[config.mk]
export PLATFORM = sky130hd
export DESIGN_NAME = qmm_seq_ctrl
export DESIGN_NICKNAME = d
export VERILOG_FILES = /design/src/rtl/qmm_seq_ctrl.sv
export SDC_FILE = /design/constraint.sdc
export NUM_CORES = 1
export LEC_CHECK = 0
export ABC_AREA = 1
export CORE_ASPECT_RATIO = 0.7
export CORE_MARGIN = 3
export CORE_UTILIZATION = 55
export DETAILED_ROUTE_END_ITERATION = 6
export PLACE_DENSITY = 0.83
export SYNTH_ARGS = -nofsm -noshare
export SYNTH_HDL_FRONTEND = slang
export SYNTH_SLANG_ARGS = --single-unit
[constraint.sdc]
create_clock -name clk_i -period 4.2 [get_ports clk_i]
set_input_delay 0.84 -clock clk_i [delete_from_list [all_inputs] [get_ports clk_i]]
set_output_delay 0.84 -clock clk_i [all_outputs]
set_load 0.01 [all_outputs]
[src/rtl/qmm_seq_ctrl.sv]
// Sequencing controller for the quantized matrix-vector datapath: streams buffer reads,
// steers MAC clear/enable and the dequant strobe, then hands NUM_OUT lanes to the sink.
module qmm_seq_ctrl #(
  parameter  int VEC_LEN  = 8,
  parameter  int NUM_OUT  = 4,
  parameter  int ADDR_W   = 4,
  parameter  int PIPE_LAT = 2,
  localparam int IDX_W    = (NUM_OUT > 1) ? $clog2(NUM_OUT) : 1
) (
  input  logic              clk_i,
  input  logic              rstn_i,
  input  logic              start_i,
  input  logic [ADDR_W:0]   len_i,
  output logic              busy_o,
  output logic              rd_en_o,
  output logic [ADDR_W-1:0] rd_addr_o,
  output logic              acc_clr_o,
  output logic              acc_en_o,
  output logic              scale_en_o,
  output logic              out_valid_o,
  output logic [IDX_W-1:0]  out_idx_o,
  input  logic              out_ready_i,
  output logic              done_o,
  output logic [2:0]        dbg_state_o
);

  localparam int LEN_W = ADDR_W + 1;
  localparam int CNT_W = (LEN_W > $clog2(PIPE_LAT + 1)) ? LEN_W : $clog2(PIPE_LAT + 1);

  typedef enum logic [2:0] {
    ST_IDLE  = 3'd0,
    ST_FETCH = 3'd1,
    ST_DRAIN = 3'd2,
    ST_SCALE = 3'd3,
    ST_OUT   = 3'd4,
    ST_DONE  = 3'd5
  } state_t;

  state_t             state, state_n;
  logic [CNT_W-1:0]   cnt, cnt_n;
  logic [LEN_W-1:0]   len_q, len_n;
  logic [IDX_W-1:0]   idx, idx_n;
  logic [PIPE_LAT-1:0] acc_pipe;

  logic              busy_d, rd_en_d, acc_clr_d, scale_en_d, out_valid_d, done_d;
  logic [ADDR_W-1:0] rd_addr_d;
  logic [IDX_W-1:0]  out_idx_d;

  // Handshake: a lane transfers on a rising edge where out_valid_o and out_ready_i are
  // both high; valid never drops and idx never moves until that transfer happens.
  always_comb begin
    state_n = state;
    cnt_n   = cnt;
    len_n   = len_q;
    idx_n   = idx;
    case (state)
      ST_IDLE: begin
        if (start_i) begin
          if (len_i == '0) begin
            state_n = ST_DONE;
          end else begin
            state_n = ST_FETCH;
            cnt_n   = '0;
            len_n   = (len_i > LEN_W'(VEC_LEN)) ? LEN_W'(VEC_LEN) : len_i;
          end
        end
      end
      ST_FETCH: begin
        if (cnt == CNT_W'(len_q) - CNT_W'(1)) begin
          state_n = ST_DRAIN;
          cnt_n   = '0;
        end else begin
          cnt_n = cnt + CNT_W'(1);
        end
      end
      ST_DRAIN: begin
        if (cnt == CNT_W'(PIPE_LAT - 1)) begin
          state_n = ST_SCALE;
          cnt_n   = '0;
        end else begin
          cnt_n = cnt + CNT_W'(1);
        end
      end
      ST_SCALE: begin
        state_n = ST_OUT;
        idx_n   = '0;
      end
      ST_OUT: begin
        if (out_valid_o && out_ready_i) begin
          if (idx == IDX_W'(NUM_OUT - 1)) state_n = ST_DONE;
          else                            idx_n   = idx + IDX_W'(1);
        end
      end
      ST_DONE: state_n = ST_IDLE;
      default: state_n = ST_IDLE;
    endcase

    // Outputs are decoded from the next state so they are registered alongside it.
    busy_d      = (state_n != ST_IDLE);
    rd_en_d     = (state_n == ST_FETCH);
    rd_addr_d   = (state_n == ST_FETCH) ? cnt_n[ADDR_W-1:0] : '0;
    acc_clr_d   = (state == ST_IDLE) && (state_n == ST_FETCH);
    scale_en_d  = (state_n == ST_SCALE);
    out_valid_d = (state_n == ST_OUT);
    out_idx_d   = (state_n == ST_OUT) ? idx_n : '0;
    done_d      = (state_n == ST_DONE);
  end

  always_ff @(posedge clk_i or negedge rstn_i) begin
    if (!rstn_i) begin
      state       <= ST_IDLE;
      cnt         <= '0;
      len_q       <= '0;
      idx         <= '0;
      busy_o      <= 1'b0;
      rd_en_o     <= 1'b0;
      rd_addr_o   <= '0;
      acc_clr_o   <= 1'b0;
      scale_en_o  <= 1'b0;
      out_valid_o <= 1'b0;
      out_idx_o   <= '0;
      done_o      <= 1'b0;
    end else begin
      state       <= state_n;
      cnt         <= cnt_n;
      len_q       <= len_n;
      idx         <= idx_n;
      busy_o      <= busy_d;
      rd_en_o     <= rd_en_d;
      rd_addr_o   <= rd_addr_d;
      acc_clr_o   <= acc_clr_d;
      scale_en_o  <= scale_en_d;
      out_valid_o <= out_valid_d;
      out_idx_o   <= out_idx_d;
      done_o      <= done_d;
    end
  end

  // Read-to-MAC latency model: acc_en follows rd_en by PIPE_LAT cycles regardless of state.
  always_ff @(posedge clk_i or negedge rstn_i) begin
    if (!rstn_i) begin
      acc_pipe <= '0;
    end else begin
      acc_pipe[0] <= rd_en_o;
      for (int i = 1; i < PIPE_LAT; i++) acc_pipe[i] <= acc_pipe[i-1];
    end
  end

  assign acc_en_o    = acc_pipe[PIPE_LAT-1];
  assign dbg_state_o = state;

endmodule

==> flow_metrics.py, run 1 <==
metrics = {
    "min_path": {
        "hold_end": "acc_pipe[1]",
        "worstHoldStart": "acc_pipe[0]",
        "min_path_type": "reg -> reg",
        "holdPathStages": 0,
    },
    "timing": {
        "tightest_slew_ns": 0.366,
        "clock_skew_ns": 0.00447,
        "finalCritPeriodShare": 0.506,
        "rsz0062_at_grt": "false",
        "slew_viol_final": 0,
        "fmax_mhz": 471,
        "post-route-min-period_ns": 2.12,
        "relSlewSlack": 0.756,
        "setup_viol": 0,
        "hold_viol": 0,
        "fin_setup_tns_ns": 0,
    },
    "cts": {
        "htreeDepth": 2,
        "clk_latency_ns": 0.28,
        "clock_path_buffers": 2,
        "ctsResizeCount": 0,
        "cts.sinks": 29,
        "hold_buffers": 0,
        "root_buffer": "clkbuf_8",
        "cts_tree": "built",
        "clkSlewWorstSetupHoldPaths_ns": 0.06,
        "cts_setup_buffers": 0,
        "cts_buffers": 5,
    },
    "critical_path": {
        "critical-path-top-delay-family": "buffers and inverters",
        "worstReg2RegEnd": "cnt[3]",
        "critPathMaxFanout": 6,
        "cp-start-kind": "flip-flop",
        "crit_chain": "clkdlybuf4s50_1",
        "cp-end-kind": "output pin",
        "crit_type": "reg -> out",
        "critPathBufInv": 1,
        "worstPathArrival_ns": 1.28,
        "cpPeakStageDelay_ns": 0.57,
        "crit_slowest_cell": "clkdlybuf4s50_1",
        "rr_worst_depth": 12,
        "r2r_start": "len_q[0]",
        "reg2reg_slack_ns": 2.31,
        "required_ns": 3.36,
    },
    "synth": {
        "yosys_most_used_dff": "dfrtp_1",
        "syn_nets": 186,
        "async_flop_share": 1.00,
        "syn_avg_cell_area_um2": 8.31,
        "synthTopCellsByArea": "dfrtp_1, nand2_1, nor2_1",
        "ys_ff_latch": 29,
        "synth_seq_area_share": 0.502,
        "muxShareOfSynthArea": 0,
        "synth_top_area_cell": "dfrtp_1",
        "synth_compound_area_frac": 0.0770,
        "synthAdderAreaFrac": 0.0260,
        "syn_inst": 174,
        "synth_xor_area_frac": 0.0182,
        "synth_edf_count": 0,
        "synth_top_area_frac": 0.502,
        "synth_simple_gate_area_frac": 0.302,
        "synth_area_mm2": 0.00145,
        "yosysWarnings": 0,
        "synth_cell_types": 21,
        "synth_top_family_by_area": "simple AND/OR/NAND/NOR gates",
    },
    "finish": {
        "final_common_cell": "nand2_1",
        "drive_above_1_share": 0.121,
        "synthToLayoutAreaGrowth_pct": 25.9,
        "regArea_um2": 726,
        "layout_common_cells": "nand2_1, nor2_1, dfrtp_1",
        "fin_nets": 218,
        "stdcell_area_mm2": 0.00182,
        "n_antenna_cell": 0,
        "multi_input_area_um2": 612,
        "fillCellCount": 161,
    },
    "status": {
        "status": "completed",
    },
    "die": {
        "die_w_um": 67.3,
        "core_mm2": 0.00231,
        "rows": 14,
        "dieArea_mm2": 0.00329,
        "io_pins": 25,
        "die_height_um": 48.9,
        "initial_core_util": 0.626,
    },
    "grt": {
        "grt_max_degree": 30,
        "grtUsageTotal": 0.232,
        "overflow": 0,
        "antenna_found_initial": 0,
        "grt_pass1_wl_um": 5620,
        "grt_pass1_vias": 1163,
    },
    "placement": {
        "dp_hpwl_um": 2370,
        "portBuffers": 24,
        "place_area_mm2": 0.00173,
        "routabilityCongestion": 0.875,
    },
    "routing": {
        "drcViolationCount": 0,
        "vias_per_cell": 5.10,
        "drt-total-wl_um": 3240,
        "wire_per_inst_um": 13.6,
        "num_vias": 1214,
        "drt_iter0_drc": 91,
        "drt.antenna.violating_nets": 0,
        "first_pass_iters": 4,
    },
    "pwr": {
        "pwr_density_cell_mw_per_mm2": 781,
        "p_leak_nw": 0.901,
        "ir_drop_uv": 485,
    },
    "flow_run": {
        "cap_violations": 0,
    },
}
sequential cells by signal (all words and copies together), names as in the netlist:
name,count
cnt,5
len_q,5
rd_addr_o,4
dbg_state_o,3
acc_pipe,2
idx,2
out_idx_o,2
acc_clr_o,1
busy_o,1
done_o,1
out_valid_o,1
rd_en_o,1
scale_en_o,1
cell usage after synthesis, types with 2 or more instances:
cell type   n
a21oi_1     3
dfrtp_1    29
ha_1        3
inv_1      25
inv_2       4
nand2_1    35
nand2_2     3
nand3_1    11
nand3_2     2
nor2_1     32
nor2_2      3
nor2_4      3
nor3_1      3
o21ai_0     9
xor2_1      3
cells by family (layout without fill, tap and decap cells):
kind of cell / after synthesis / after routing
compound gates: 16 / 16
xor+xnor: 3 / 3
fa+ha+maj: 3 / 3
buf+inv: 29 / 61
flops: 29 / 29
simple gates: 94 / 94
metrics by stage:
stage	std cells	setup WS, ns	power [mW]	hold WS (ns)	utilization
6_report	238	2.08	1.42	0.347	0.787
5_1_grt	238	2.03	1.54	0.368	0.787
4_1_cts	238	2.07	1.42	0.348	0.787
3_5_place_dp	231	1.87	1.18	0.335	0.750
3_3_place_gp	231	1.97	1.14	0.338	0.750
2_1_floorplan	174	2.46	0.937	0.331	-
cell type report:
| class | count | area share |
|---|---|---|
| sequential | 29 | 0.399 |
| multi-input combinational | 116 | 0.336 |
| timing repair buffer | 25 | 0.136 |
| inverter | 29 | 0.0598 |
| clock buffer | 7 | 0.0474 |
| tap | 32 | 0.0220 |
metal layers:
layer  track usage  vias to the layer above  wire length (um)
li1              -                      602                 -
met1         0.330                      540              1460
met2         0.333                       69              1500
met3        0.0783                        3               262
met4        0.0673                        0                21
met5             0                        -                 0
worst max-delay path by stage:
stage                               from              to  slack (ns)  cells after the start
after floorplan                 len_i[4]    out_idx_o[0]        2.46                      6
after global placement          len_i[0]    out_idx_o[0]        1.97                      7
after CTS                 dbg_state_o[2]  dbg_state_o[2]        2.07                      1
after detailed placement        len_i[0]    out_idx_o[1]        1.87                      7
after global routing      dbg_state_o[2]  dbg_state_o[2]        2.03                      1
final                     dbg_state_o[2]  dbg_state_o[2]        2.08                      1
where the power goes:
| group | switching (mW) | internal, mW | total, mW |
|---|---|---|---|
| Combinational | 0.449 | 0.288 | 0.738 |
| Sequential | 0.0820 | 0.376 | 0.458 |
| Clock | 0.0975 | 0.130 | 0.227 |
| Total | 0.629 | 0.794 | 1.42 |
Note: power is estimated with default switching activity, not from simulation.
==> inputs of run 2 (changes only) <==
--- a/config.mk
+++ b/config.mk
@@ -8,9 +8,9 @@
 export ABC_AREA = 1
 export CORE_ASPECT_RATIO = 0.7
 export CORE_MARGIN = 3
-export CORE_UTILIZATION = 55
+export CORE_UTILIZATION = 47
 export DETAILED_ROUTE_END_ITERATION = 6
-export PLACE_DENSITY = 0.83
+export PLACE_DENSITY = 0.75
 export SYNTH_ARGS = -nofsm -noshare
 export SYNTH_HDL_FRONTEND = slang
 export SYNTH_SLANG_ARGS = --single-unit
==> constraint.sdc (replaced) <==
create_clock -name clk_i -period 1.9 [get_ports clk_i]
set_input_delay 0.38 -clock clk_i [delete_from_list [all_inputs] [get_ports clk_i]]
set_output_delay 0.38 -clock clk_i [all_outputs]
set_load 0.01 [all_outputs]
==> run 2 against run 1 <==
Register-to-register slack got worse by 2.1 ns. Setup slack worse by 1.9 ns. Via count decreased by 0.82%. Clock power grew to 3.4 times the previous value. Sequential power increased by 120%.
==> flow_metrics.py, run 2 (synthesized netlist as in run 1, its figures left out) <==
metrics = {
    "cts": {
        "cts_buffers": 5,
        "htreeDepth": 2,
        "hold_buffers": 0,
        "clkSlewWorstSetupHoldPaths_ns": 0.07,
        "clk_latency_ns": 0.28,
        "root_buffer": "clkbuf_8",
        "clock_path_buffers": 2,
        "cts.sinks": 29,
        "cts_tree": "built",
    },
    "flow_run": {
        "cap_violations": 0,
    },
    "die": {
        "die_height_um": 52.4,
        "initial_core_util": 0.505,
        "dieArea_mm2": 0.00379,
        "core_mm2": 0.00286,
        "die_w_um": 72.3,
        "rows": 16,
        "io_pins": 25,
    },
    "timing": {
        "relSlewSlack": 0.754,
        "fmax_mhz": 593,
        "fin_setup_tns_ns": 0,
        "setup_viol": 0,
        "hold_viol": 0,
        "rsz0062_at_grt": "false",
        "post-route-min-period_ns": 1.69,
        "slew_viol_final": 0,
        "tightest_slew_ns": 0.366,
        "clock_skew_ns": 0.00375,
        "whs_ns": 0.351,
        "finalCritPeriodShare": 0.888,
    },
    "finish": {
        "final_common_cell": "nand2_1",
        "drive_above_1_share": 0.158,
        "stdcell_count": 245,
        "layout_common_cells": "nand2_1, nor2_1, dfrtp_1",
        "stdcell_area_mm2": 0.00192,
        "multi_input_area_um2": 644,
        "fin_nets": 220,
        "n_antenna_cell": 0,
        "synthToLayoutAreaGrowth_pct": 32.8,
        "regArea_um2": 726,
        "top_regs": "cnt (5), len_q (5), rd_addr_o (4)",
        "fillCellCount": 228,
    },
    "routing": {
        "vias_per_cell": 4.91,
        "drt.antenna.violating_nets": 0,
        "drt_iter0_drc": 115,
        "wire_per_inst_um": 13.2,
        "drt-total-wl_um": 3240,
        "drcViolationCount": 0,
        "num_vias": 1204,
        "first_pass_iters": 4,
    },
    "grt": {
        "antenna_found_initial": 0,
        "grt_max_degree": 30,
        "overflow": 0,
        "grt_pass1_wl_um": 5540,
        "grtUsageTotal": 0.198,
        "grt_pass1_vias": 1175,
    },
    "critical_path": {
        "cp_common_cell": "nand2_1",
        "crit_start": "len_q[0]",
        "crit_chain": "inv_2, ha_4, nand2_1, inv_1, nor2_1, nand2_1, nor2_2, nand3_4, nand2_4, nand2_4, nand2_1, o21ai_0",
        "rr_worst_depth": 12,
        "cp-start-kind": "flip-flop",
        "critical-path-top-delay-family": "simple AND/OR/NAND/NOR gates",
        "crit_slowest_cell": "dfrtp_1",
        "cp-end-kind": "flip-flop",
        "cpPeakStageDelay_ns": 0.40,
        "worstPathArrival_ns": 1.85,
        "cp.depth": 12,
        "r2r_start": "len_q[0]",
        "critPathBufInv": 2,
        "critPathMaxFanout": 5,
        "crit_type": "reg -> reg",
        "worstReg2RegEnd": "cnt[2]",
        "crit_path_end": "cnt[2]",
        "reg2reg_slack_ns": 0.21,
        "required_ns": 2.06,
    },
    "pwr": {
        "ir_drop_uv": 994,
        "p_leak_nw": 0.942,
        "p_total_mw": 3.47,
        "pwr_density_cell_mw_per_mm2": 1810,
    },
    "placement": {
        "dp_cells": 236,
        "place_area_mm2": 0.00175,
        "dp_hpwl_um": 2280,
        "portBuffers": 24,
        "routabilityCongestion": 0.852,
    },
    "min_path": {
        "min_path_type": "reg -> reg",
    },
    "status": {
        "status": "completed",
    },
}
## run 2: cell count changes in the layout (fill, tap and decap cells not counted)
| cell | before | now |
|---|---|---|
| buf_4 | 1 | 3 |
| bufinv_16 | 0 | 2 |
| clkbuf_1 | 1 | 0 |
| clkbuf_8 | 6 | 5 |
| clkinv_2 | 0 | 1 |
| ha_1 | 3 | 2 |
| ha_4 | 0 | 1 |
| nand2_2 | 3 | 1 |
| nand2_4 | 0 | 2 |
| nand3_1 | 11 | 10 |
| nand3_2 | 2 | 3 |
| nor2_1 | 32 | 30 |
| nor2_2 | 3 | 5 |
## run 2: final cells by class
type                       instances  area share
sequential                        29       0.378
multi-input combinational        116       0.336
timing repair buffer              27       0.137
inverter                          29      0.0567
clock buffer                       5      0.0358
clock inverter                     3      0.0339
tap                               36      0.0235
## run 2: stage by stage
step	setup WS, ns	util
finish	0.213	0.671
global placement	0.134	0.610
detailed placement	0.0940	0.610
global route	0.0329	0.671
CTS	0.0717	0.657
floorplan	0.300	-
## run 2: routing by layer
layer,up-vias,routed length (um),GRT usage,share of wire
met3,9,180,0.0632,0.056
met2,35,1520,0.304,0.47
li1,607,-,-,-
met4,0,74,0.0813,0.023
met1,553,1470,0.258,0.45
met5,-,0,0,0
## run 2: power breakdown
part / internal, mW / switching (mW)
logic: 0.694 / 1.00
clock network: 0.521 / 0.253
registers: 0.830 / 0.175
## run 2: how the worst min path moves through the flow
stage                 from           to  slack [ns]  cells past startpoint
4_1_cts        acc_pipe[0]  acc_pipe[1]        0.35                      0
3_5_place_dp   acc_pipe[0]  acc_pipe[1]        0.34                      0
6_report       acc_pipe[0]  acc_pipe[1]        0.35                      0
2_1_floorplan       rstn_i    acc_clr_o        0.08                      0
5_1_grt        acc_pipe[0]  acc_pipe[1]        0.36                      0
3_3_place_gp   acc_pipe[0]  acc_pipe[1]        0.33                      0
## run 2: timing repair
action                                  4_1_cts  5_1_grt
endpoints found under the setup margin        0       12
resized for setup                             0        6
buffers inserted                              0        1
